===== config.mk =====
export PLATFORM = sky130hd
export DESIGN_NAME = player_bullet
export DESIGN_NICKNAME = d
export VERILOG_FILES = /design/src/rtl/player_bullet.sv
export SDC_FILE = /design/constraint.sdc
export NUM_CORES = 1
export LEC_CHECK = 0
export ABC_CLOCK_PERIOD_IN_PS = 5010
export BUFFER_PORTS_ARGS = -buffer_cell sky130_fd_sc_hd__buf_4
export CORE_MARGIN = 2
export CORE_UTILIZATION = 45
export CTS_CLUSTER_DIAMETER = 40
export DETAILED_ROUTE_END_ITERATION = 6
export GPL_ROUTABILITY_DRIVEN = 0
export PLACE_DENSITY = 0.71
export SYNTH_ARGS = -nofsm -noshare
export SYNTH_HDL_FRONTEND = slang
export SYNTH_SLANG_ARGS = --single-unit

===== constraint.sdc =====
create_clock -name pixel_clk -period 5.01 [get_ports pixel_clk]
set_input_delay 0.2505 -clock pixel_clk [delete_from_list [all_inputs] [get_ports pixel_clk]]
set_output_delay 0.2505 -clock pixel_clk [all_outputs]
set_load 0.01 [all_outputs]

===== src/rtl/player_bullet.sv =====
// ---------------------------------------------------------------------------
// player_bullet
//   Player projectile source. A fire request launches a single upward
//   bullet from the ship. The bullet moves once per frame. It publishes an
//   active flag and a bounding box for the alien collision controllers. It
//   retires on the OR-reduced alien hit or when it leaves the top of the
//   screen. It also renders its own pixel into the video mix.
//
//   Optional feature macro: PLAYER_AUTOFIRE_EN
//     defined   - fire held high requests a launch at every fsync in IDLE
//     undefined - only rising edges of fire request a launch
//
// Ports
//   pixel_clk      in   pixel clock (single clock domain)
//   rst            in   synchronous active-high reset
//   fsync          in   one-cycle frame strobe
//   hpos, vpos     in   current raster position (signed 12)
//   fire           in   fire button level
//   ship_x, ship_y in   ship horizontal centre / top edge (signed 12)
//   alien_hit      in   OR of all alien hit flags
//   bullet_active  out  bullet in flight
//   bullet_left    out  box left, inclusive
//   bullet_right   out  box right, exclusive
//   bullet_top     out  box top, inclusive
//   bullet_bottom  out  box bottom, exclusive
//   pixel[0:2]     out  registered colour, index 0 blue, 1 green, 2 red
//   active         out  registered "raster inside drawn bullet"
//   hit_count      out  saturating count of confirmed hits
// ---------------------------------------------------------------------------
module player_bullet #(
   parameter int          BULLET_W        = 4,
   parameter int          BULLET_H        = 12,
   parameter int          BULLET_SPEED    = 8,
   parameter int          COOLDOWN_FRAMES = 15,
   parameter logic [23:0] BULLET_COLOR    = 24'hFFFF00
) (
   input  logic               pixel_clk,
   input  logic               rst,
   input  logic               fsync,
   input  logic signed [11:0] hpos,
   input  logic signed [11:0] vpos,
   input  logic               fire,
   input  logic signed [11:0] ship_x,
   input  logic signed [11:0] ship_y,
   input  logic               alien_hit,
   output logic               bullet_active,
   output logic signed [11:0] bullet_left,
   output logic signed [11:0] bullet_right,
   output logic signed [11:0] bullet_top,
   output logic signed [11:0] bullet_bottom,
   output logic [7:0]         pixel [0:2],
   output logic               active,
   output logic [7:0]         hit_count
);

   localparam logic signed [11:0] W12      = 12'(BULLET_W);
   localparam logic signed [11:0] HALF_W12 = 12'(BULLET_W / 2);
   localparam logic signed [11:0] H12      = 12'(BULLET_H);
   localparam logic signed [11:0] SPEED12  = 12'(BULLET_SPEED);
   localparam logic [7:0]         COOL8    = 8'(COOLDOWN_FRAMES);

   typedef enum logic [1:0] {
      IDLE     = 2'd0,
      FLYING   = 2'd1,
      COOLDOWN = 2'd2
   } state_e;

   state_e             state_q;
   logic signed [11:0] bx_q;
   logic signed [11:0] by_q;
   logic [7:0]         cool_q;
   logic               fire_prev_q;
   logic               fire_req_q;
   logic               fire_req_d;
   logic               bullet_active_q;
   logic [7:0]         hits_q;
   logic [7:0]         pix_q [0:2];
   logic               active_q;

   logic               fire_edge_s;
   logic               launch_req_s;
   logic signed [11:0] ny_d;
   logic signed [11:0] ny_bottom_s;
   logic               exit_top_s;
   logic               in_box_s;

   // Request decode, next-frame position and raster hit test
   always_comb begin
      fire_edge_s = fire & ~fire_prev_q;
`ifdef PLAYER_AUTOFIRE_EN
      launch_req_s = fire_req_q | fire_edge_s | fire;
`else
      launch_req_s = fire_req_q | fire_edge_s;
`endif
      // A request lives for at most one frame: every fsync drops it
      if (fsync) begin
         fire_req_d = 1'b0;
      end else if (fire_edge_s) begin
         fire_req_d = 1'b1;
      end else begin
         fire_req_d = fire_req_q;
      end
      ny_d        = by_q - SPEED12;
      ny_bottom_s = ny_d + H12;
      exit_top_s  = (ny_bottom_s <= 12'sd0);
      in_box_s    = bullet_active_q &&
                    (hpos >= bx_q) && (hpos < bx_q + W12) &&
                    (vpos >= by_q) && (vpos < by_q + H12);
   end

   // Fire edge detector and one-frame request latch
   always_ff @(posedge pixel_clk) begin
      if (rst) begin
         fire_prev_q <= 1'b0;
         fire_req_q  <= 1'b0;
      end else begin
         fire_prev_q <= fire;
         fire_req_q  <= fire_req_d;
      end
   end

   // Bullet FSM: launch, per-frame motion, hit/exit retirement, cooldown
   always_ff @(posedge pixel_clk) begin
      if (rst) begin
         state_q         <= IDLE;
         bx_q            <= 12'sd0;
         by_q            <= 12'sd0;
         cool_q          <= 8'd0;
         bullet_active_q <= 1'b0;
         hits_q          <= 8'd0;
      end else begin
         case (state_q)
            IDLE: begin
               if (fsync && launch_req_s) begin
                  bx_q            <= ship_x - HALF_W12;
                  by_q            <= ship_y - H12;
                  bullet_active_q <= 1'b1;
                  state_q         <= FLYING;
               end
            end
            FLYING: begin
               // A hit wins over a same-cycle fsync; position stays put
               if (alien_hit) begin
                  bullet_active_q <= 1'b0;
                  hits_q          <= (hits_q == 8'hFF) ? hits_q : hits_q + 8'd1;
                  cool_q          <= COOL8;
                  state_q         <= COOLDOWN;
               end else if (fsync) begin
                  if (exit_top_s) begin
                     bullet_active_q <= 1'b0;
                     cool_q          <= COOL8;
                     state_q         <= COOLDOWN;
                  end else begin
                     by_q <= ny_d;
                  end
               end
            end
            COOLDOWN: begin
               // The fsync that finds zero only returns to IDLE; it cannot launch
               if (fsync) begin
                  if (cool_q == 8'd0) begin
                     state_q <= IDLE;
                  end else begin
                     cool_q <= cool_q - 8'd1;
                  end
               end
            end
            default: begin
               bullet_active_q <= 1'b0;
               state_q         <= IDLE;
            end
         endcase
      end
   end

   // Registered pixel output, one cycle behind hpos/vpos
   always_ff @(posedge pixel_clk) begin
      if (rst) begin
         pix_q[0] <= 8'd0;
         pix_q[1] <= 8'd0;
         pix_q[2] <= 8'd0;
         active_q <= 1'b0;
      end else if (in_box_s) begin
         pix_q[0] <= BULLET_COLOR[7:0];
         pix_q[1] <= BULLET_COLOR[15:8];
         pix_q[2] <= BULLET_COLOR[23:16];
         active_q <= 1'b1;
      end else begin
         pix_q[0] <= 8'd0;
         pix_q[1] <= 8'd0;
         pix_q[2] <= 8'd0;
         active_q <= 1'b0;
      end
   end

   assign bullet_active = bullet_active_q;
   assign bullet_left   = bx_q;
   assign bullet_right  = bx_q + W12;
   assign bullet_top    = by_q;
   assign bullet_bottom = by_q + H12;
   assign pixel[0]      = pix_q[0];
   assign pixel[1]      = pix_q[1];
   assign pixel[2]      = pix_q[2];
   assign active        = active_q;
   assign hit_count     = hits_q;

endmodule

# Word-level counts from Yosys, hierarchy flattened
# Memory sizes are Yosys's and may differ from the RTL's.
# Index checks and enable logic that the tools add are counted.
# totals
reg_bits,46
mem_bits_rw,24
inputBits,53
memories,1
# classes
addsub,8
n_lt_le_gt_ge,5
n_eq_ne,12
mux,37
bitwise,11
reduce_logical,16
# mem_list
memory,depth,width,read_ports,rd_ports_with_merged_regs,write_ports,line,rtl
pix_q,3,8,3,0,3,77,logic [7:0] pix_q [0:2];
# ops
op,count
$mux 8,11
$mux 12,4
$add 12x5->12 const B,2
$ge 12x12->1,2
$lt 12x12->1,2
$pmux 12 s2,1
$sub 12x5->12 const B,2
$pmux 8 s2,1
$reduce_and 5->1,3
$ne 2x2->1 const B,7
$add 12x4->12 const B,1
$le 12x1->1 const B,1
$mux 1,12
$mux 2,6
$sub 12x3->12 const B,1
$add 8x1->8 const B,1
$eq 8x8->1 const B,1
$logic_not 8->1,1
$sub 8x1->8 const B,1
$or 1x1->1,7
$ne 3x3->1 const B,2
$pmux 2 s3,1
$logic_and 1x1->1,5
$reduce_and 4->1,1
10 further kinds,13

# Longest topological paths before layout
# Gate-level depths: netlist of run 1.
# depth
depth_word,10
mapped_depth,12
mapped_depth_nobuf,12

# Least setup slack after synthesis of run 1
# OpenSTA, ideal clock, no wires.
# synth_timing
kind,register to register
startpoint,register by_q[3] (netlist: bullet_top[3])
endpoint,register cool_q[6]
setup_ns,0.070
arrival_ns,2.850
setup_slack_ns,2.090
stages_incl_launch_ff,12
path_buffers,1
synth_period_minus_slack_ns,2.920
path_cell_list,dfxtp_1 > inv_1 > ha_1 > buf_2 > xnor2_1 > or2_1 > or4b_1 > nand3_1 > nand3_1 > a21oi_2 > mux2_2 > a21oi_1
# synth_via
elab_chain_len,5
# synth_rtl
item,line,rtl
from (decl),70,logic signed [11:0] by_q;
from (signal assigned),136,by_q <= ship_y - H12;
from (signal assigned),154,by_q <= ny_d;
$sub 12x5->12,103,ny_d = by_q - SPEED12;
$add 12x5->12,104,ny_bottom_s = ny_d + H12;
$le 12x1->1,105,exit_top_s = (ny_bottom_s <= 12'sd0);
$ne 3x3->1 (no source line),n/a,
$reduce_and 5->1 (no source line),n/a,
to (signal assigned),164,cool_q <= cool_q - 8'd1;
to (decl),71,logic [7:0] cool_q;
# No other way between the ends.
# A chain may end at the register's enable or synchronous reset.

# Final worst setup path of run 1
# layout_timing
startpoint,register by_q[3] (netlist: bullet_top[3])
endpoint,register by_q[9] (netlist: bullet_top[9])
# layout_via
elab_chain_len,5
# layout_rtl
item,line
$sub 12x5->12 *,103
$add 12x5->12 or $mux 12 (tied branches),"104, 149"
$le 12x1->1 or $mux 12 (tied branches),"105, 148"
$ne 2x2->1 (no source line) or $mux 12 (tied branches),n/a
$reduce_and 5->1 (no source line) or $pmux 12 s2 (tied branches),n/a
# Every way passes the cells marked *; elsewhere a longest branch is shown, timed or not. The select of a mux whose other input is x is not followed.

==> summary.txt, run 1 <==
Place
  • HPWL after DPL: 9.18 mm
  • Pre-CTS WS: 1.78 ns
  • Quantity of I/O buffers inserted on ports: 126

Detailed routing
  • Avg WL per Cell: 14.6 um
  • Routed length on met2: 5.29 mm
  • Vias: 4,213
  • # DRC: 0
  • Highest routed layer: met4
  • Vias per inst: 5.39
  • WL met3: 630 um
  • Starting DRT DRC Count: 150
  • Drt first pass iters: 5
  • Wire length on met1: 5.27 mm
  • Final ANT Viol Nets: 0
  • Final WL: 11.4 mm

Worst setup path
  • R2r worst-path depth: 10
  • CP startpoint kind: flop
  • Critical Path Slowest Stage Cell: dfxtp_1
  • Reg2reg end: bullet_top[9]
  • Critical path startpoint: bullet_top[3]
  • WP data required: 5.24 ns
  • Crit path top cell by count: a211oi_1
  • CP max stage delay: 0.57 ns
  • CP Capture Type: flop
  • R2R setup slack: 1.72 ns
  • CP Cell Sequence: inv_1, ha_1, or2_2, a211oi_1, a211oi_1, a2111oi_4, nand3_1, a31oi_4, a21oi_1, o31ai_2
  • Arr. time, crit path: 3.52 ns
  • RR Startpoint: bullet_top[3]
  • CP Max Fanout: 18
  • Crit path kind: flop to flop

Yosys
  • Largest family of logic cells by synthesized area: simple AND/OR/NAND/NOR gates
  • Post-synth ARST share: 0%
  • Compound-cell area share of the yosys netlist: 19.9%
  • Syn Inst Count: 552
  • Post-Synth Simple-Gate Area: 20.1%
  • Mux cell area share after synthesis: 1.95%
  • FF+latch count, synth: 47
  • Synthesized area per cell: 8.04 um^2
  • Main synth FF type: dfxtp_1
  • Synth warn: 0
  • Area fraction of the dominant cell type after synthesis: 20.8%
  • Synth top area cells: dfxtp_1 (21%), ha_1 (16%), xnor2_1 (5.9%)
  • Post-synth top area cell: dfxtp_1
  • Synth Area in XOR/XNOR: 9.25%
  • Synthesized area: 4440 um^2
  • Post-synthesis adder-cell area fraction: 16.1%
  • Cell variety after synth: 63
  • Sequential area share after synthesis: 21.4%
  • Number of synthesized flops with an enable pin: 1

Clock tree
  • Clk buf depth: 2
  • Root Buffer: clkbuf_8
  • Post_cts resized: 0
  • Postcts setup bufs: 0
  • CTS sink count: 47
  • Clock-pin slew on the worst setup and hold paths: 0.09 ns
  • H-Tree Depth: 2
  • Clk Latency, worst-skew pair: 0.30 ns
  • Num CTS Buffers: 5
  • Hold Buf Count CTS: 0
  • TritonCTS clock tree: done

GRT
  • Gr usage total: 21.2%
  • Number of global-route vias before repair: 3,866
  • Total grt overflow: 0
  • Initial antenna violation count: 0
  • First-pass GRT wire length: 18.3 mm
  • Largest net degree at the start of global routing: 45

Layout
  • Final-stage net count: 757
  • Commonest non-fill, non-tap cell in the layout: buf_4
  • Number of diodes: 0
  • Area grow syn2layout: 21.4%
  • Commonest cells after routing, fill and taps aside: buf_4 (127), ha_1 (57), inv_1 (52)
  • Layout cells sized above 1: 23.6%

Run
  • Max Cap Violations: 0

STA
  • Sum Neg Setup Slack: 0 ns
  • Final setup fails: 0
  • Hold Fails Final Rpt: 0
  • Max Transition Viols Final: 0
  • Max frequency: 0.304 GHz
  • Crit share post-route: 65.7%
  • Fin crit period: 3.29 ns
  • Final worst slack: 1.72 ns
  • Max transition margin: 41.3%
  • RSZ-0062 raised after global routing: false
  • Final clock skew: 0.00574 ns
  • Least-Margin Pin Slew: 0.875 ns

Status
  • Outcome: finished, final reports clean

Min path
  • Hold WC Path Type: input pin to flop
  • Hold EP: bullet_left[1]
  • Hold path startpoint: ship_x[1]
  • Worst hold stages: 2

Power and ir drop
  • Worst vdd ir: 0.000132 V
  • P per Cell Area: 226 nW/um^2
  • Static Leak: 2.29 nW

Floorplan
  • Initial Util: 45.8%
  • Core area: 9680 um^2
  • I/O Pins: 135
  • Die area: 10,700 um^2
  • Die H: 103 um
  • Cell row count: 36
  • Die width: 103 um
-- per-layer routing --
layer / vias to the layer above / global-route usage [%]
met5: - / 0
met1: 1934 / 28.5
met4: 0 / 5.36
li1: 2123 / -
met3: 17 / 3.36
met2: 139 / 35.8
-- logic make-up (layout without fill, tap and decap cells) --
family,after synthesis,after routing
mux,8,8
simple gates,172,172
compound gates,121,121
xor+xnor,46,46
fa+ha+maj,57,57
other cells,2,9
buf+inv,99,188
flops,47,47
-- area by class of cell --
| type | instances | area, um^2 |
|---|---|---|
| tap | 133 | 166 |
| sequential | 47 | 951 |
| timing repair buffer | 127 | 953 |
| clock inverter | 2 | 16.3 |
| clock buffer | 6 | 72.6 |
| inverter | 53 | 199 |
| multi-input combinational | 413 | 3020 |
| fill | 895 | 4300 |
-- state kept, by name, summed over array words and instances (netlist names) --
name,flops
active,1
fire_prev_q,1
hit_count,8
cool_q,8
bullet_active,1
fire_req_q,1
bullet_left,12
bullet_top,12
pix_q,1
state_q,2
-- critical path: cells and delay by family (launching register included) --
| kind | cells | cell delay, ns |
|---|---|---|
| buf+inv | 1 | 0.20 |
| compound gates | 6 | 1.51 |
| fa+ha+maj | 1 | 0.36 |
| simple gates | 2 | 0.57 |
| flops | 1 | 0.57 |
-- stage by stage --
step	cells	area, um^2	hold WS, ns	util [%]	power, W
2_1_floorplan	559	4460	0.346	-	0.000815
3_3_place_gp	773	5290	0.449	54.7	0.000968
3_5_place_dp	773	5290	0.457	54.7	0.000981
4_1_cts	781	5380	0.132	55.6	0.00122
5_1_grt	781	5380	0.136	55.6	0.00131
6_report	781	5380	0.137	55.6	0.00122
-- how the worst max path moves through the flow --
stage / to / slack, ns / depth (start not counted)
finish: bullet_top[9] / 1.72 / 10
global route: bullet_top[9] / 1.45 / 10
CTS: bullet_top[3] / 1.76 / 10
detailed placement: bullet_top[9] / 1.78 / 10
global placement: cool_q[6] / 1.94 / 10
floorplan: cool_q[6] / 2.09 / 11
-- Yosys cell counts (all sizes together), types with 5 or more instances --
cell type  number
a2111oi         6
nor2b           5
xnor2          31
and3            6
clkbuf         10
nand3          15
xor2           15
nor2           50
buf            36
o2111ai         6
nand2          24
nor3b           5
o21ai          10
mux2i           6
nand2b          7
nor3           15
a211oi         19
or3            11
dfxtp          46
ha             57
a21oi          34
o31ai           6
or4             5
a31oi           6
a21o           10
inv            53
o21a            5
nor4           13
-- report_power, final --
part           leakage (nW)  switching, W  total, W  internal [W]
clock network        0.0418      0.000138  0.000238      0.000101
registers             0.386     0.0000474  0.000450      0.000403
logic                  1.86      0.000285  0.000527      0.000243
Power figures use the tool's default switching activity.
==> run 2, diff against run 1 <==
- ABC_CLOCK_PERIOD_IN_PS: 5010 -> 3000
- PLACE_DENSITY: 0.71 -> 0.74
- clock period: 5.01 -> 3 ns (I/O delays scaled with it)
==> run 2 against run 1 <==
- design area up 3.7%
- combinational power up 78%
- clock skew about the same
- worst hold slack worse by 0.099 ns
- global-route usage down 0.087 points
- clock power up 120%
- non-clock buffer count up 14
- sequential cell count unchanged
- die area unchanged
- sequential power up 64%
- wire length up 1.6%
==> summary.txt, run 2 (synthesis gave the netlist of run 1 again) <==
Status
  • Outcome: finished, final reports clean

Layout
  • Final-stage net count: 771 (+1.8%)
  • Number of diodes: 0 (unchanged)
  • Fin util: 57.6% (+2.0 points)
  • Area grow syn2layout: 25.8%
  • Commonest cells after routing, fill and taps aside: buf_4 (141), ha_1 (56), inv_1 (52)
  • Post-Layout Cell Count: 795 (+1.8%)
  • Filler Cell Count: 872 (-2.6%)
  • Commonest non-fill, non-tap cell in the layout: buf_4
  • Layout cells sized above 1: 26.9% (+3.3 points)

Clock tree
  • Num CTS Buffers: 5 (unchanged)
  • H-Tree Depth: 2 (unchanged)
  • CTS sink count: 47 (unchanged)
  • Postcts setup bufs: 0 (unchanged)
  • Hold Buf Count CTS: 0 (unchanged)
  • Clk buf depth: 2 (unchanged)
  • Clk Latency, worst-skew pair: 0.30 ns (about the same)
  • Root Buffer: clkbuf_8
  • Clock-pin slew on the worst setup and hold paths: 0.09 ns (about the same)
  • TritonCTS clock tree: done

STA
  • Final clock skew: 0.00591 ns (+0.000176 ns)
  • Max transition margin: 52.2% (+11 points)
  • Hold Fails Final Rpt: 0 (unchanged)
  • Fin crit period: 2.90 ns (-0.388 ns)
  • Crit share post-route: 96.7% (+31 points)
  • Max frequency: 0.345 GHz (+13%)
  • Max Transition Viols Final: 0 (unchanged)
  • Final worst slack: 0.0980 ns (-1.62 ns)
  • Least-Margin Pin Slew: 0.711 ns (-0.163 ns)
  • Final setup fails: 0 (unchanged)

Floorplan
  • Die area: 10,700 um^2 (unchanged)
  • I/O Pins: 135 (unchanged)
  • Initial Util: 45.8% (unchanged)
  • Core area: 9680 um^2 (unchanged)
  • Die width: 103 um (unchanged)
  • Die H: 103 um (unchanged)
  • Cell row count: 36 (unchanged)

Place
  • Quantity of I/O buffers inserted on ports: 126 (unchanged)
  • HPWL after DPL: 9.28 mm (+1.1%)
  • Pre-CTS WS: 0.0758 ns (-1.71 ns)
  • Placed cell count: 787 (+1.8%)

Worst setup path
  • Arr. time, crit path: 3.10 ns (-0.42 ns)
  • CP max stage delay: 0.47 ns (-0.10 ns)
  • Buf/Inv on CP: 2 (+1)
  • WP data required: 3.20 ns (-2.04 ns)
  • Critical path startpoint: bullet_top[3]
  • CP delay by family, top: compound AO/OA/AOI/OAI gates
  • Critical Path Slowest Stage Cell: a2111oi_4
  • CP Cell Sequence: inv_1, ha_1, or2_2, nand2_1, o2111ai_1, a2111oi_4, nand3_2, a21oi_2, buf_4, nor2_1, a211oi_1
  • RR Startpoint: bullet_top[3]
  • CP startpoint kind: flop
  • Crit path kind: flop to flop
  • CP Max Fanout: 6 (-12)
  • CP Capture Type: flop

Min path
  • Hold path startpoint: ship_x[1]
  • Hold WC Path Type: input pin to flop

GRT
  • Largest net degree at the start of global routing: 45 (unchanged)
  • Initial antenna violation count: 0 (unchanged)
  • Total grt overflow: 0 (unchanged)
  • Number of global-route vias before repair: 3,971 (+2.7%)
  • First-pass GRT wire length: 18.3 mm (about the same)
  • Gr usage total: 21.2% (-0.087 points)

Power and ir drop
  • P per Cell Area: 395 nW/um^2 (+75%)
  • Worst vdd ir: 0.000214 V (+62%)
  • Static Leak: 2.39 nW (+4.6%)

Detailed routing
  • Final ANT Viol Nets: 0 (unchanged)
  • Final WL: 11.6 mm (+1.6%)
  • Avg WL per Cell: 14.5 um (-0.18%)
  • Drt first pass iters: 4 (-1)
  • Vias per inst: 5.36 (-0.67%)
  • Vias: 4,260 (+1.1%)
  • Starting DRT DRC Count: 168 (+12%)
  • # DRC: 0 (unchanged)

Run
  • Max Cap Violations: 0 (unchanged)
[run 2: worst reg2reg max path, stage by stage, from the launching register on]
cell and delay, ns:
dfxtp_1 0.34, inv_1 0.10, ha_1 0.34, or2_2 0.36
nand2_1 0.09, o2111ai_1 0.19, a2111oi_4 0.47, nand3_2 0.18
a21oi_2 0.20, buf_4 0.17, nor2_1 0.06, a211oi_1 0.31
[run 2: metrics by stage]
stage               TNS, ns  hold slack [ns]  power [W]  instance area, um^2
floorplan                 0            0.246    0.00136                 4460
CTS                       0           0.0278    0.00220                 5530
global route        -0.0178           0.0376    0.00236                 5580
detailed placement        0            0.358    0.00166                 5400
global placement          0            0.355    0.00164                 5400
finish                    0           0.0376    0.00221                 5580
[run 2: where the power goes]
part	internal, W	switching (W)
logic	0.000430	0.000506
registers	0.000673	0.0000650
clock network	0.000299	0.000234
[run 2: routing by layer]
metal  vias to the layer above  part of all wire (%)  GRT usage, %
met4                         0                   1.5          5.36
li1                       2144                     -             -
met3                        14                   5.5          3.23
met5                         -                     0             0
met2                       131                    49          37.5
met1                      1971                    44          26.9
[run 2: final cells by class]
| type | count | area [um^2] | area share (%) |
|---|---|---|---|
| flip-flops and latches | 47 | 953 | 17.1 |
| clock buffers | 6 | 93.8 | 1.68 |
| repair buffers | 141 | 1060 | 19.0 |
| multi-input cells | 413 | 3070 | 55.0 |
| inverters | 53 | 199 | 3.57 |
| well taps | 133 | 166 | 2.98 |
| clock inverters | 2 | 37.5 | 0.673 |
[run 2: worst paths after layout]
kind	endpoint	slack (ns)	depth (start not counted)
worst max-delay path	cool_q[0]	0.1	11
worst min-delay path	bullet_left[1]	0.04	2
worst max register to register	cool_q[0]	0.1	11
worst min register to register	cool_q[1]	0.54	2
[run 2: timing repair]
item	in CTS	in global routing
resized for setup	0	13
hold endpoints to repair	0	0
setup endpoints to repair	0	18
